### config.mk
export PLATFORM = sky130hd
export DESIGN_NAME = fifo_serializer
export DESIGN_NICKNAME = d
export VERILOG_FILES = /design/src/rtl/fifo_serializer_pkg.sv /design/src/rtl/fifo_serializer.sv
export SDC_FILE = /design/constraint.sdc
export NUM_CORES = 1
export LEC_CHECK = 0
export ABC_AREA = 1
export CAP_MARGIN = 20
export CELL_PAD_IN_SITES_DETAIL_PLACEMENT = 1
export CELL_PAD_IN_SITES_GLOBAL_PLACEMENT = 1
export CORE_MARGIN = 2
export CORE_UTILIZATION = 37
export CTS_CLUSTER_DIAMETER = 50
export CTS_CLUSTER_SIZE = 40
export DETAILED_ROUTE_END_ITERATION = 8
export PLACE_DENSITY = 0.85
export SETUP_SLACK_MARGIN = 0.3
export SYNTH_ARGS = -nofsm -noshare
export SYNTH_HDL_FRONTEND = slang
export SYNTH_SLANG_ARGS = --single-unit
### constraint.sdc
create_clock -name clk_if -period 2.3 [get_ports clk_if]
set_input_delay 0.46 -clock clk_if [delete_from_list [all_inputs] [get_ports clk_if]]
set_output_delay 0.46 -clock clk_if [all_outputs]
set_load 0.05 [all_outputs]
### src/rtl/fifo_serializer_pkg.sv
// Shared types and helpers for the FIFO word-to-beat serializer.
package fifo_ser_pkg;

    typedef enum logic [1:0] {
        IDLE = 2'd0,
        WAIT = 2'd1,
        SEND = 2'd2
    } ser_state_t;

    function automatic int beats_per_word(input int in_w, input int out_w);
        return in_w / out_w;
    endfunction

endpackage

### src/rtl/fifo_serializer.sv
// Pops whole FIFO words and replays them as OUT_WIDTH beats, LSB slice first.
// Optional build macro FIFO_SER_STATS_EN adds word_cnt / stall_cnt outputs.
module fifo_serializer
    import fifo_ser_pkg::*;
#(
    parameter int IN_WIDTH  = 128,
    parameter int OUT_WIDTH = 32
) (
    input  logic                 clk_if,
    input  logic                 arst,
    input  logic                 ff_mty,
    input  logic [IN_WIDTH-1:0]  ff_q,
    output logic                 ff_rd,
    output logic [OUT_WIDTH-1:0] out_data,
    output logic                 out_valid,
    input  logic                 out_ready,
    output logic                 out_first,
    output logic                 out_last,
    output logic                 busy
`ifdef FIFO_SER_STATS_EN
    ,
    output logic [31:0]          word_cnt,
    output logic [31:0]          stall_cnt
`endif
);

    localparam int RATIO = beats_per_word(IN_WIDTH, OUT_WIDTH);
    localparam int IDX_W = (RATIO > 1) ? $clog2(RATIO) : 1;
    localparam logic [IDX_W-1:0] LAST_IDX = IDX_W'(RATIO - 1);

    if (IN_WIDTH % OUT_WIDTH != 0) begin : g_bad_width
        $error("fifo_serializer: IN_WIDTH must be a multiple of OUT_WIDTH");
    end
    if (RATIO < 2) begin : g_bad_ratio
        $error("fifo_serializer: IN_WIDTH/OUT_WIDTH must be at least 2");
    end

    ser_state_t           state_q, state_d;
    logic [IN_WIDTH-1:0]  word_q, word_d;
    logic [IDX_W-1:0]     beat_idx_q, beat_idx_d;
    logic [OUT_WIDTH-1:0] out_data_q, out_data_d;
    logic                 out_valid_q, out_valid_d;
    logic                 out_first_q, out_first_d;
    logic                 out_last_q, out_last_d;
    logic                 busy_q, busy_d;
    logic                 accept;
    logic                 pop;
    int unsigned          lsb;

    assign accept = out_valid_q && out_ready;

    always_comb begin
        state_d    = state_q;
        word_d     = word_q;
        beat_idx_d = beat_idx_q;
        pop        = 1'b0;

        case (state_q)
            IDLE: begin
                if (!ff_mty) begin
                    pop     = 1'b1;
                    state_d = WAIT;
                end
            end
            WAIT: begin
                word_d     = ff_q;
                beat_idx_d = '0;
                state_d    = SEND;
            end
            SEND: begin
                if (accept) begin
                    if (beat_idx_q != LAST_IDX) begin
                        beat_idx_d = beat_idx_q + IDX_W'(1);
                    end else begin
                        beat_idx_d = '0;
                        // Back-to-back words: the next pop overlaps the last beat.
                        if (!ff_mty) begin
                            pop     = 1'b1;
                            state_d = WAIT;
                        end else begin
                            state_d = IDLE;
                        end
                    end
                end
            end
            default: state_d = IDLE;
        endcase

        // Outputs are registered, so they are derived from the next state.
        lsb         = int'(beat_idx_d) * OUT_WIDTH;
        out_valid_d = (state_d == SEND);
        out_first_d = (state_d == SEND) && (beat_idx_d == '0);
        out_last_d  = (state_d == SEND) && (beat_idx_d == LAST_IDX);
        out_data_d  = '0;
        if (state_d == SEND) begin
            out_data_d = word_d[lsb +: OUT_WIDTH];
        end
        busy_d      = (state_d != IDLE);
    end

    always_ff @(posedge clk_if) begin
        if (arst) begin
            state_q     <= IDLE;
            word_q      <= '0;
            beat_idx_q  <= '0;
            out_data_q  <= '0;
            out_valid_q <= 1'b0;
            out_first_q <= 1'b0;
            out_last_q  <= 1'b0;
            busy_q      <= 1'b0;
        end else begin
            state_q     <= state_d;
            word_q      <= word_d;
            beat_idx_q  <= beat_idx_d;
            out_data_q  <= out_data_d;
            out_valid_q <= out_valid_d;
            out_first_q <= out_first_d;
            out_last_q  <= out_last_d;
            busy_q      <= busy_d;
        end
    end

    // The pop strobe is combinational so the FIFO sees it in the decision cycle.
    assign ff_rd     = pop && !arst;
    assign out_data  = out_data_q;
    assign out_valid = out_valid_q;
    assign out_first = out_first_q;
    assign out_last  = out_last_q;
    assign busy      = busy_q;

`ifdef FIFO_SER_STATS_EN
    logic [31:0] word_cnt_q, word_cnt_d;
    logic [31:0] stall_cnt_q, stall_cnt_d;

    always_comb begin
        word_cnt_d  = word_cnt_q + {31'd0, accept && out_last_q};
        stall_cnt_d = stall_cnt_q + {31'd0, out_valid_q && !out_ready};
    end

    always_ff @(posedge clk_if) begin
        if (arst) begin
            word_cnt_q  <= '0;
            stall_cnt_q <= '0;
        end else begin
            word_cnt_q  <= word_cnt_d;
            stall_cnt_q <= stall_cnt_d;
        end
    end

    assign word_cnt  = word_cnt_q;
    assign stall_cnt = stall_cnt_q;
`endif

endmodule

=== Yosys cells after proc, flatten, opt, wreduce, memory -nomap -nowiden ===
Cells that the tools add are included.

* Register bits after elaboration: 168
* Latch bits: 0
* Memory bits (writable): 0
* Bits in read-only memories: 0
* Output and inout port bits: 37
* Memories: 0

* $add $sub $neg: 1
* Multipliers: 0
* Div/mod/pow operators: 0
* $lt $le $gt $ge: 0
* Eq/ne operators: 5
* Shift-type cells: 1
* Multiplexer cells: 13
* Bitwise operators: 1
* Reduce and logical (&&, ||, !) cells: 9

{| class="wikitable"
|+ Operators by type and width
! operator !! number
|-
| 2-to-1 mux 128 bit || 1
|-
| variable part select 128 x 8 -> 32 bit || 1
|-
| 2-to-1 mux 2 bit || 5
|-
| equality test 2 bit (second input constant) || 3
|-
| case mux 2 bit (3 select lines) || 1
|-
| logical AND 1 bit || 4
|-
| logical NOT 2 bit || 2
|-
| 2-to-1 mux 1 bit || 4
|-
| case mux 2 bit (2 select lines) || 1
|-
| adder 2 x 1 -> 2 bit (second input constant) || 1
|-
| equality test 2 x 1 -> 1 bit (second input constant) || 1
|-
| != test 2 bit (second input constant) || 1
|-
| case mux 1 bit (2 select lines) || 1
|-
| nonzero test 2 bit || 1
|-
| OR reduction 2 bit || 1
|-
| logical NOT 1 bit || 1
|-
| NOT 1 bit || 1
|}

=== Depth between registers and ports, before layout ===
* Word-level depth: 7
* Gate-level depth with buffers: 11
* Depth with buffers taken out: 9

=== Least setup slack after synthesis ===
OpenSTA, ideal clock, no wires.

* Kind: register to output
* Start: register out_valid_q, in the netlist out_valid
* End: output port ff_rd
* Arrival time: 2.059 ns
* Path slack: -0.219 ns
* Cell stages (with the launch flop): 5
* Buffers on the path: 0
* Cells stage by stage: dfxtp_1 -> nand2_1 -> nor2_2 -> o21bai_2 -> nor3_1

* Longest elaborated chain between the ends: 4

{| class="wikitable"
|+ RTL lines
! item !! RTL line !! source
|-
| start: declaration || fifo_serializer.sv:42 || <nowiki>logic out_valid_q, out_valid_d;</nowiki>
|-
| start signal: assignment || fifo_serializer.sv:116 || <nowiki>out_valid_q <= out_valid_d;</nowiki>
|-
| logical AND 1 bit || fifo_serializer.sv:50 || <nowiki>assign accept = out_valid_q && out_ready;</nowiki>
|-
| 2-to-1 mux 1 bit || fifo_serializer.sv:71 || <nowiki>if (accept) begin</nowiki>
|-
| case mux 1 bit (2 select lines) || fifo_serializer.sv:58 || <nowiki>case (state_q)</nowiki>
|-
| logical AND 1 bit || fifo_serializer.sv:124 || <nowiki>assign ff_rd = pop && !arst;</nowiki>
|-
| end: declaration || fifo_serializer.sv:13 || <nowiki>output logic ff_rd,</nowiki>
|}

Every way passes these cells.

=== Worst setup path after layout ===
* Start: register beat_idx_q[0]
* End: output port ff_rd

* Longest elaborated chain between the ends: 5

{| class="wikitable"
|+ RTL lines
! item !! RTL line !! source
|-
| start: declaration || fifo_serializer.sv:40 || <nowiki>logic [IDX_W-1:0] beat_idx_q, beat_idx_d;</nowiki>
|-
| start signal: assignment || fifo_serializer.sv:114 || <nowiki>beat_idx_q <= beat_idx_d;</nowiki>
|-
| != test 2 bit || fifo_serializer.sv:72 || <nowiki>if (beat_idx_q != LAST_IDX) begin</nowiki>
|-
| 2-to-1 mux 1 bit || fifo_serializer.sv:72 ||
|-
| 2-to-1 mux 1 bit || fifo_serializer.sv:71 ||
|-
| case mux 1 bit (2 select lines) || fifo_serializer.sv:58 ||
|-
| logical AND 1 bit || fifo_serializer.sv:124 ||
|}

Every way passes these cells.

==> run metrics <==
combinational power share 30.7%; Mapped Avg Cell Area 8.48 sq um; outcome finished clean; CTS Sinks 168; cells along the critical path ha_4 -> inv_1 -> nor2_4 -> o21bai_4 -> nor3_4 -> buf_12; Layout Nets 1113; Clock Path Buffers 2; asr flop ratio synth 0%; Seq cells post-synth 168; NetSw 2.92 mW; max-cap violations 0; Pint 6.25 mW; WL per Instance 17.5 um; num rows 50; Layout fillers 2177; final worst slack 0.358 ns; Final setup viols 0; Area Overhead vs Synth 35.5%; worst skew pair latency 0.42 ns; DRC 0; Reg power frac 37.5%; worst slack, placed 0.141 ns; Tmin final 1.94 ns; die height 142 um; Synth Instances 830; Vias 6207; Top Family by Delay on Critical Path flip-flops; number of global-route vias before repair 6546; post-synthesis sequential area ratio 47.8%; Net Sw Frac 31.8%; Critical Path AT 1.48 ns; Reg clk slew, reported paths 0.07 ns; DR pass1 iterations 4; Fin Setup TNS 0 ns; maximum vdd drop 0.534 mV; syn nets 968; largest area contributor in the netlist dfxtp_1; largest net degree at the start of global routing 131; # IOs 169; RSZ-0062 raised after global routing yes; Final Max Tran Viols 0; Syn. warnings 0; crit start category register; Final HPWL DP 13700 um; Worst Setup End Kind output pin; most area-consuming cells after synthesis dfxtp_1 48%, nand3_1 9.4%, mux2i_1 9.1%; min-delay worst type in -> reg; Slowest cell on crit path dfxtp_2; final hold vios 0; total power 9.17 mW; share of layout cells above drive strength 1 11.3%; FMAX 0.515 GHz; drt initial violations 283; worst-path fanout max 2; final wirelength 21400 um; CTS H-tree depth 4; CTS buffer count 17; Avg Vias per Cell 5.08; Crit Path Class reg -> out; PD cells 961 nW/um^2; ANT nets after route 0; CTS tree built; IO Port Bufs 168; Clock power frac 31.7%; Core Area 18700 sq um; EDFF count, synth 0; RePlAce Congestion 0.765; CP required 1.84 ns; total track usage 21.4%; Main synth FF type dfxtp_1; gr ovfl total 0; hold slack 0.403 ns; Max stage delay on crit path 0.35 ns; slew at the pin with the worst max-slew slack 0.701 ns; initial antenna violation count 1; Yosys cell types 30; Leak Pwr 4.18 nW; first-pass GRT wire length 33900 um; initial core utilization 37.6%; crit share post-route 84.4%; CP Buf/Inv Count 2; Root Driver clkbuf_16; skew final 0.0106 ns; post-synth top area share 47.8%; area of the die 20100 sq um; Rel. slew slack 53.2%; die width 142 um; post-synthesis cell area 7040 sq um
-- cell usage in the layout, fill, tap and decap left out, types with 9 or more instances in the layout --
cell type | Yosys | final
dfxtp_1 | 168 | 163
nor2_1 | 135 | 134
nand3_1 | 132 | 132
clkdlybuf4s50_1 | 0 | 129
nand2_1 | 72 | 71
mux2i_1 | 64 | 64
o21ai_0 | 44 | 35
or2_1 | 34 | 34
dlygate4sd2_1 | 0 | 34
a21oi_1 | 32 | 32
or2_2 | 30 | 30
o21ai_1 | 20 | 29
clkbuf_16 | 0 | 18
buf_4 | 8 | 11
inv_1 | 11 | 9
buf_12 | 7 | 9
-- kinds of logic after synthesis --
| kind of cell | share of synthesized area (%) |
|---|---|
| simple gates | 27.4 |
| flops | 47.8 |
| compound gates | 7.18 |
| buf+inv | 7.45 |
| mux | 9.10 |
| fa+ha+maj | 1.07 |
-- routing by layer --
layer | GRT usage (%) | routed length (um) | vias to the layer above
li1 | - | - | 3037
met1 | 27.3 | 9650 | 3017
met2 | 36.8 | 10700 | 135
met3 | 3.98 | 766 | 18
met4 | 6.89 | 275 | 0
met5 | 0 | 0 | -
-- synth_stat cells (7+ instances only) --
cell      number
dfxtp_1      168
nor2_1       135
nand3_1      132
nand2_1       72
mux2i_1       64
o21ai_0       44
or2_1         34
a21oi_1       32
or2_2         30
clkbuf_1      22
buf_2         20
o21ai_1       20
inv_1         11
buf_4          8
buf_12         7
-- worst min-delay path, stage by stage --
cell and delay (ns):
buf_4 0.12, nor2_1 0.08, nand2_1 0.09, inv_1 0.04
-- timing repair --
| item | CTS | global route |
|---|---|---|
| gates cloned | 0 | 1 |
| hold buffers | 0 | 0 |
| gates resized for setup | 42 | 30 |
| setup endpoints to repair | 56 | 37 |
| hold endpoints to repair | 0 | 0 |
| pin swaps | 3 | 3 |
| buffers inserted | 3 | 4 |
-- sequential cells by signal (all words and copies together), names as in the netlist --
register,flops
out_valid,1
beat_idx_q,2
word_q,128
out_last,1
state_q,2
out_data,32
busy,1
out_first,1
-- through the flow --
| step | utilization, % | instance area [sq um] | instances |
|---|---|---|---|
| final | 51.0 | 9530 | 1223 |
| after global placement | 47.0 | 8790 | 1182 |
| after global routing | 51.0 | 9530 | 1223 |
| after CTS | 50.2 | 9380 | 1217 |
| after detailed placement | 47.0 | 8790 | 1182 |
| after floorplan | - | 7050 | 830 |
-- path summary, 6_finish.rpt --
path	depth (start not counted)	start	to	slack (ns)
worst max-delay path	6	beat_idx_q[0]	ff_rd	0.36
worst min-delay path	4	arst	state_q[1]	0.40
worst max register to register	12	beat_idx_q[0]	out_data[11]	0.36
worst min register to register	2	word_q[90]	word_q[90]	0.49
-- power groups by stage --
| stage | Sequential [mW] | Clock (mW) | Combinational (mW) |
|---|---|---|---|
| after global placement | 3.48 | 0 | 2.60 |
| after floorplan | 3.58 | 0 | 1.94 |
| final | 3.44 | 2.91 | 2.82 |
| after global routing | 3.48 | 3.10 | 3.11 |
| after detailed placement | 3.50 | 0 | 2.69 |
| after CTS | 3.44 | 2.96 | 2.72 |
-- final cells by class --
type,instances,area (sq um),share of cell area [%]
timing repair buffer,192,1990,20.9
inverter,13,48.8,0.512
antenna,1,2.50,0.0263
sequential,168,3370,35.3
clock buffer,20,447,4.69
tap,234,293,3.07
multi-input combinational,583,3230,33.9
clock inverter,12,149,1.56
Note: power is estimated with default switching activity, not from simulation.
